### config.mk
export PLATFORM = sky130hd
export DESIGN_NAME = ascon_permutation_xor
export DESIGN_NICKNAME = d
export VERILOG_FILES = /design/src/rtl/ascon_permutation_xor.sv
export SDC_FILE = /design/constraint.sdc
export NUM_CORES = 2
export LEC_CHECK = 0
export CORE_AREA = 2 2 348 350
export CTS_CLUSTER_SIZE = 10
export DETAILED_ROUTE_END_ITERATION = 6
export DIE_AREA = 0 0 350 352
export PLACE_DENSITY = 0.51
export SKIP_CTS_REPAIR_TIMING = 1
export SLEW_MARGIN = 15
export SYNTH_ARGS = -nofsm -noshare
export SYNTH_HDL_FRONTEND = slang
export SYNTH_SLANG_ARGS = --single-unit
### constraint.sdc
create_clock -name clock_i -period 3.2 [get_ports clock_i]
set_clock_uncertainty 0.05 [all_clocks]
set_input_delay 0.64 -clock clock_i [delete_from_list [all_inputs] [get_ports clock_i]]
set_output_delay 0.64 -clock clock_i [all_outputs]
set_load 0.005 [all_outputs]
### src/rtl/ascon_permutation_xor.sv
// One Ascon round (p_C, p_S, p_L) with pre/post XOR injection on a registered 320-bit state.
// The controller iterates rounds by feeding the register back through the round each clock.

package ascon_pack;
    localparam int unsigned WORD_W  = 64;
    localparam int unsigned N_WORDS = 5;
    localparam int unsigned KEY_W   = 128;
    localparam int unsigned DATA_W  = 128;
    localparam int unsigned ROUND_W = 4;

    // Word 0 holds S0.
    typedef logic [N_WORDS-1:0][WORD_W-1:0] type_state;
endpackage

module ascon_permutation_xor
    import ascon_pack::*;
(
    input  logic                clock_i,
    input  logic                resetb_i,
    input  logic                enable_i,
    input  logic                input_mode_i,
    input  type_state           permutation_i,
    input  logic [ROUND_W-1:0]  round_i,
    input  logic [1:0]          bypass_xor_begin_i,
    input  logic [1:0]          bypass_xor_end_i,
    input  logic [KEY_W-1:0]    key_i,
    input  logic [DATA_W-1:0]   data_i,
    output type_state           permutation_o
);

    type_state s_mux;
    type_state s_begin;
    type_state s_const;
    type_state s_sbox;
    type_state s_lin;
    type_state s_end;

    function automatic logic [WORD_W-1:0] ror(input logic [WORD_W-1:0] x, input int unsigned n);
        return (x >> n) | (x << (WORD_W - n));
    endfunction

    // Bitsliced S-box: each 64-bit word operation covers all 64 columns at once.
    function automatic type_state sbox_layer(input type_state s);
        type_state   o;
        logic [WORD_W-1:0] x0, x1, x2, x3, x4;
        logic [WORD_W-1:0] t0, t1, t2, t3, t4;
        x0 = s[0];
        x1 = s[1];
        x2 = s[2];
        x3 = s[3];
        x4 = s[4];
        x0 = x0 ^ x4;
        x4 = x4 ^ x3;
        x2 = x2 ^ x1;
        t0 = ~x0 & x1;
        t1 = ~x1 & x2;
        t2 = ~x2 & x3;
        t3 = ~x3 & x4;
        t4 = ~x4 & x0;
        x0 = x0 ^ t1;
        x1 = x1 ^ t2;
        x2 = x2 ^ t3;
        x3 = x3 ^ t4;
        x4 = x4 ^ t0;
        x1 = x1 ^ x0;
        x0 = x0 ^ x4;
        x3 = x3 ^ x2;
        x2 = ~x2;
        o[0] = x0;
        o[1] = x1;
        o[2] = x2;
        o[3] = x3;
        o[4] = x4;
        return o;
    endfunction

    function automatic type_state linear_layer(input type_state s);
        type_state o;
        o[0] = s[0] ^ ror(s[0], 19) ^ ror(s[0], 28);
        o[1] = s[1] ^ ror(s[1], 61) ^ ror(s[1], 39);
        o[2] = s[2] ^ ror(s[2], 1)  ^ ror(s[2], 6);
        o[3] = s[3] ^ ror(s[3], 10) ^ ror(s[3], 17);
        o[4] = s[4] ^ ror(s[4], 7)  ^ ror(s[4], 41);
        return o;
    endfunction

    // Round input select and data/key injection ahead of the round.
    always_comb begin
        s_mux   = input_mode_i ? permutation_i : permutation_o;
        s_begin = s_mux;
        if (bypass_xor_begin_i[0]) begin
            s_begin[0] = s_mux[0] ^ data_i[DATA_W-1:WORD_W];
            s_begin[1] = s_mux[1] ^ data_i[WORD_W-1:0];
        end
        if (bypass_xor_begin_i[1]) begin
            s_begin[2] = s_mux[2] ^ key_i[KEY_W-1:WORD_W];
            s_begin[3] = s_mux[3] ^ key_i[WORD_W-1:0];
        end
    end

    // Round constant lands only in the low byte of S2.
    always_comb begin
        s_const       = s_begin;
        s_const[2][7:0] = s_begin[2][7:0] ^ {~round_i, round_i};
    end

    always_comb begin
        s_sbox = sbox_layer(s_const);
        s_lin  = linear_layer(s_sbox);
    end

    // Key and domain-separation injection after the round.
    always_comb begin
        s_end = s_lin;
        if (bypass_xor_end_i[0]) begin
            s_end[3] = s_lin[3] ^ key_i[KEY_W-1:WORD_W];
            s_end[4] = s_lin[4] ^ key_i[WORD_W-1:0];
        end
        if (bypass_xor_end_i[1]) begin
            s_end[4][0] = s_end[4][0] ^ 1'b1;
        end
    end

    always_ff @(posedge clock_i or negedge resetb_i) begin
        if (!resetb_i) begin
            permutation_o <= '0;
        end else if (enable_i) begin
            permutation_o <= s_end;
        end
    end

endmodule

== Yosys cells after proc, flatten, opt, wreduce, memory -nomap -nowiden ==
Cells that the tools add are included.
Cells by class
  mux-type cells: 5
  $lt $le $gt $ge: 0
  divide/modulo/power cells: 0
  eq/ne operators: 0
  multiply operators: 0
  $add $sub $neg: 0
  bitwise operators: 51
  shift operators: 0
  reduce and logical (&&, ||, !) cells: 0
Operators by type and width (number)
  $xor A64 B64 Y64: 27
  $mux W128: 3
  $not A64 Y64: 6
  $and A64 B64 Y64: 5
  $mux W320: 1
  $or A23 B64 Y64: 1
  $or A25 B64 Y64: 1
  $or A3 B64 Y64: 1
  $or A36 B64 Y64: 1
  $or A45 B64 Y64: 1
  $or A47 B64 Y64: 1
  $or A54 B64 Y64: 1
  $or A57 B64 Y64: 1
  $or A58 B64 Y64: 1
  $or A63 B64 Y64: 1
  $xor A8 B8 Y8: 1
  $not A4 Y4: 1
  $mux W1: 1
  $not A1 Y1: 1
Word-level totals
  memory bits (writable): 0
  memories kept: 0
  logic and storage cells: 61
  latch bits: 0
  register bits after elaboration: 320
  ROM bits: 0
  output and inout bits: 320

== Longest topological paths before layout ==
  depth in word-level cells: 15
  mapped depth: 14
  gate-level depth less buffers: 9

== Worst setup path before layout ==
OpenSTA, ideal clock, no wires.
  kind: input-to-reg
  start point: input input_mode_i
  end point: register permutation_o[231] (netlist bit)
  arrival time: 3.353 ns
  setup time: 0.125 ns
  stages: 14
  required time: 3.025 ns
  path slack: -0.328 ns
  cells stage by stage: buf_6 buf_8 buf_8 buf_6 buf_6 buf_6 mux2i_1 xor2_1 ha_1 xnor2_1 xnor2_2 xor2_1 xnor2_1 mux2_2
Between the ends
  longest elaborated chain between the ends: 13
  elaborated cells between the ends (all ways): 23
  classes of those cells: mux (4); bitwise (19)
RTL lines
  start, declared: line 21  | input logic input_mode_i,
  $mux W320 (*): line 89  | s_mux = input_mode_i ? permutation_i : permutation_o;
  $xor A64 B64 Y64: line 97  | s_begin[3] = s_mux[3] ^ key_i[WORD_W-1:0];
  $mux W128: line 95  | if (bypass_xor_begin_i[1]) begin
  $xor A64 B64 Y64: line 53  | x4 = x4 ^ x3;
  $not A64 Y64: line 59  | t4 = ~x4 & x0;
  $and A64 B64 Y64: line 59
  $xor A64 B64 Y64: line 63  | x3 = x3 ^ t4;
  $xor A64 B64 Y64 (*): line 67  | x3 = x3 ^ x2;
  $or A54 B64 Y64: line 39  | return (x >> n) | (x << (WORD_W - n));
  $xor A64 B64 Y64: line 82  | o[3] = s[3] ^ ror(s[3], 10) ^ ror(s[3], 17);
  $xor A64 B64 Y64 (*): line 82
  $xor A64 B64 Y64: line 116  | s_end[3] = s_lin[3] ^ key_i[KEY_W-1:WORD_W];
  $mux W128 (*): line 115  | if (bypass_xor_end_i[0]) begin
  end signal, assigned: line 128  | permutation_o <= s_end;
  end, declared: line 28  | output type_state permutation_o
Mark *: on every way between the ends. The rest lies on a longest branch, timed or not.
A chain may end at the register's enable or synchronous reset.

== Worst setup path in the final report ==
  start point: input input_mode_i
  end point: register permutation_o[126] (netlist bit)
Between the ends
  longest elaborated chain between the ends: 11
  elaborated cells between the ends (all ways): 20
  classes of those cells: mux (3); bitwise (17)
RTL lines
  $mux W320 (*): line 89
  $xor A64 B64 Y64 (on tied branches): line 96, 93
  $mux W128 (on tied branches): line 95, 91
  $xor A64 B64 Y64: line 54  | x2 = x2 ^ x1;
  $not A64 Y64: line 57  | t2 = ~x2 & x3;
  $and A64 B64 Y64: line 57
  $xor A64 B64 Y64: line 61  | x1 = x1 ^ t2;
  $xor A64 B64 Y64 (*): line 65  | x1 = x1 ^ x0;
  $or A3 B64 Y64: line 39
  $xor A64 B64 Y64: line 80  | o[1] = s[1] ^ ror(s[1], 61) ^ ror(s[1], 39);
  $xor A64 B64 Y64 (*): line 80
Marked as above.

==> impl_metrics.py <==
metrics = {
    "drt": {
        "dr.pass1.iters": 7,
        "drt_iter0_drc": 2761,
        "antenna_left": 0,
        "drc": 0,
        "vias": 35418,
        "wl_um": 222000,
        "routed_via_density": 4.78,
        "post_drt_wl_per_cell_um": 30.0,
    },
    "finish": {
        "fill_cells": 11421,
        "largest_register": "permutation_o",
        "areaGrowthSynthToFinish_pct": 67.6,
        "largest_register_ff_count": 320,
        "reg_top3": "permutation_o (320)",
        "drive_above_1_share_pct": 30.2,
        "final_nets": 6473,
        "stdcell_count": 7409,
    },
    "setup_path": {
        "arrival_ps": 3740,
        "worstPathMaxFanout": 17,
        "endpoint_kind": "flip-flop",
        "worstPathRequired_ps": 3640,
        "critPathLaunchType": "primary input",
        "worstSetupPathType": "primary input to flip-flop",
    },
    "global_routing": {
        "gr-total-overflow": 0,
        "antenna_found_initial": 17,
        "grt_usage_pct": 35.2,
        "grt_start_max_net_pins": 92,
        "grt_pass1_wl_um": 298000,
        "grt_pass1_vias": 36594,
    },
    "status": {
        "violations": "setup timing",
        "status": "complete, but fails checks",
    },
    "die": {
        "dieHeight_um": 352,
        "initial_core_util_pct": 29.9,
        "die_x_um": 350,
        "dieArea_sq_um": 123000,
        "rows": 127,
        "core-area_sq_um": 119000,
        "io_pins": 908,
    },
    "flow_run": {
        "cap_violations": 0,
    },
    "logic_synthesis": {
        "syn-num-nets": 4381,
        "ys_top_cells_by_area": "xnor2_1, dfrtp_1, mux2i_1",
        "synth_common_cells": "xnor2_1, nand2_1, dfrtp_1",
        "async_flop_share_pct": 100,
        "ys_seq_elements": 320,
        "ys_seq_area_share_pct": 22.5,
        "synth.most_common_cell": "xnor2_1",
        "synth_area_sq_um": 35600,
        "ys_warn_count": 0,
        "synth_top_area_share_pct": 27.4,
        "synth_flop_cell": "dfrtp_1",
        "synth_cells": 3665,
        "synth_edf_count": 0,
        "synth_cell_types": 25,
        "syn_avg_cell_area_sq_um": 9.72,
        "yosysTopAreaCell": "xnor2_1",
    },
    "clock_network": {
        "cts_buffers": 46,
        "cts_tree": "done",
        "clk_latency_ps": 640,
        "clkTransAtPathRegs_ps": 60,
        "clock-root-buffer": "clkbuf_16",
        "cts_buffer_depth": 3,
        "clkSinkCount": 320,
        "htree_levels": 2,
    },
    "placed_design": {
        "dp_hpwl_um": 193000,
        "place_congestion": 1.01,
        "port_buffers": 907,
        "placedCellCount": 7320,
    },
    "sta": {
        "timing.final.crit_share_pct": 103,
        "fmax_mhz": 303,
        "relSlewSlack_pct": 41.3,
        "rsz0062_at_grt": "no",
        "period_needed_ps": 3300,
        "tightestPinTransition_ps": 874,
        "finalSetupViolCount": 4,
        "timing.hold.ws_ps": 365,
        "worst_slack_ps": -100,
        "slew_violations": 0,
        "hold_viol": 0,
    },
    "worst_hold_path": {
        "hold_class": "primary input to flip-flop",
    },
}
[cells by family (layout without fill, tap and decap cells)]
kind of cell               after synthesis  count (layout)  share of synthesized area [%]
DFF                                    320             320                           22.5
xor gates and xnor gates              1576            1576                           43.4
muxes                                  489             489                           14.4
other                                    0               9                              0
AOI/OAI and AO/OA                      215             215                           3.02
adders and majority gates              192             192                           6.39
and+or+nand+nor                        727             727                           8.08
buffers and inverters                  146            2269                           2.30
[critical path: stages]
cell and delay [ps]:
buf_8 110, buf_12 190, buf_4 240, buf_4 140, mux2_2 360, xnor3_1 390
buf_4 150, xnor2_1 130, xnor2_1 360, buf_4 270, xnor2_1 160, xnor2_1 400
a21oi_1 130
[through the flow]
step           TNS [ps]  utilization [%]  area (sq um)  setup slack (ps)
2_1_floorplan      -980                -         37000             -60.0
3_3_place_gp     -84880             48.6         58000              -722
3_5_place_dp     -85930             48.6         58000              -718
4_1_cts            -278             49.9         59500             -66.0
5_1_grt               0             50.0         59700              3.22
6_report           -137             50.0         59700              -100
[routing by layer]
metal	up-vias	part of all wire, %	track usage, %
met2	1450	48	60.4
li1	16120	-	-
met1	17536	41	44.4
met3	302	6.2	4.81
met5	-	0.031	0
met4	10	4.4	13.4
[cell type report]
cell class	instances	area (sq um)	share of cell area, %
Clock inverter	12	189	0.316
Sequential cell	320	8010	13.4
Multi-Input combinational cell	3199	28300	47.3
Antenna cell	9	22.5	0.0377
Clock buffer	67	1380	2.31
Inverter	8	30.0	0.0503
Timing Repair Buffer	2182	19800	33.2
Tap cell	1612	2020	3.38
[final timing paths]
| path | startpoint | end | slack [ps] | cells past startpoint |
|---|---|---|---|---|
| hold reg to reg | permutation_o[181] | permutation_o[181] | 500 | 2 |
| hold / removal | enable_i | permutation_o[127] | 360 | 2 |
| min in group asynchronous | resetb_i | permutation_o[149] | 480 | 2 |
| setup reg to reg | permutation_o[128] | permutation_o[192] | 10 | 9 |
| setup / recovery | input_mode_i | permutation_o[126] | -100 | 13 |
| max in group asynchronous | resetb_i | permutation_o[184] | 1530 | 4 |
[placed cells by master (no fill, tap or decap), types with 9 or more instances in the layout]
cell type / n
dfrtp_1: 320
xor2_1: 256
clkdlybuf4s50_1: 901
nor2b_1: 60
buf_12: 92
clkbuf_8: 13
mux2_2: 165
xnor2_1: 1061
mux2i_1: 314
ha_1: 124
diode_2: 9
nand2_1: 452
maj3_2: 29
nor2_1: 215
xor2_4: 30
maj3_1: 35
xnor2_2: 109
xnor3_1: 68
xnor2_4: 25
clkbuf_16: 47
buf_4: 1185
xor2_2: 23
a21oi_1: 215
Power is left out: the tool's default activity adds up to more than one toggle a clock period on the data nets, which glitch-free logic cannot reach.
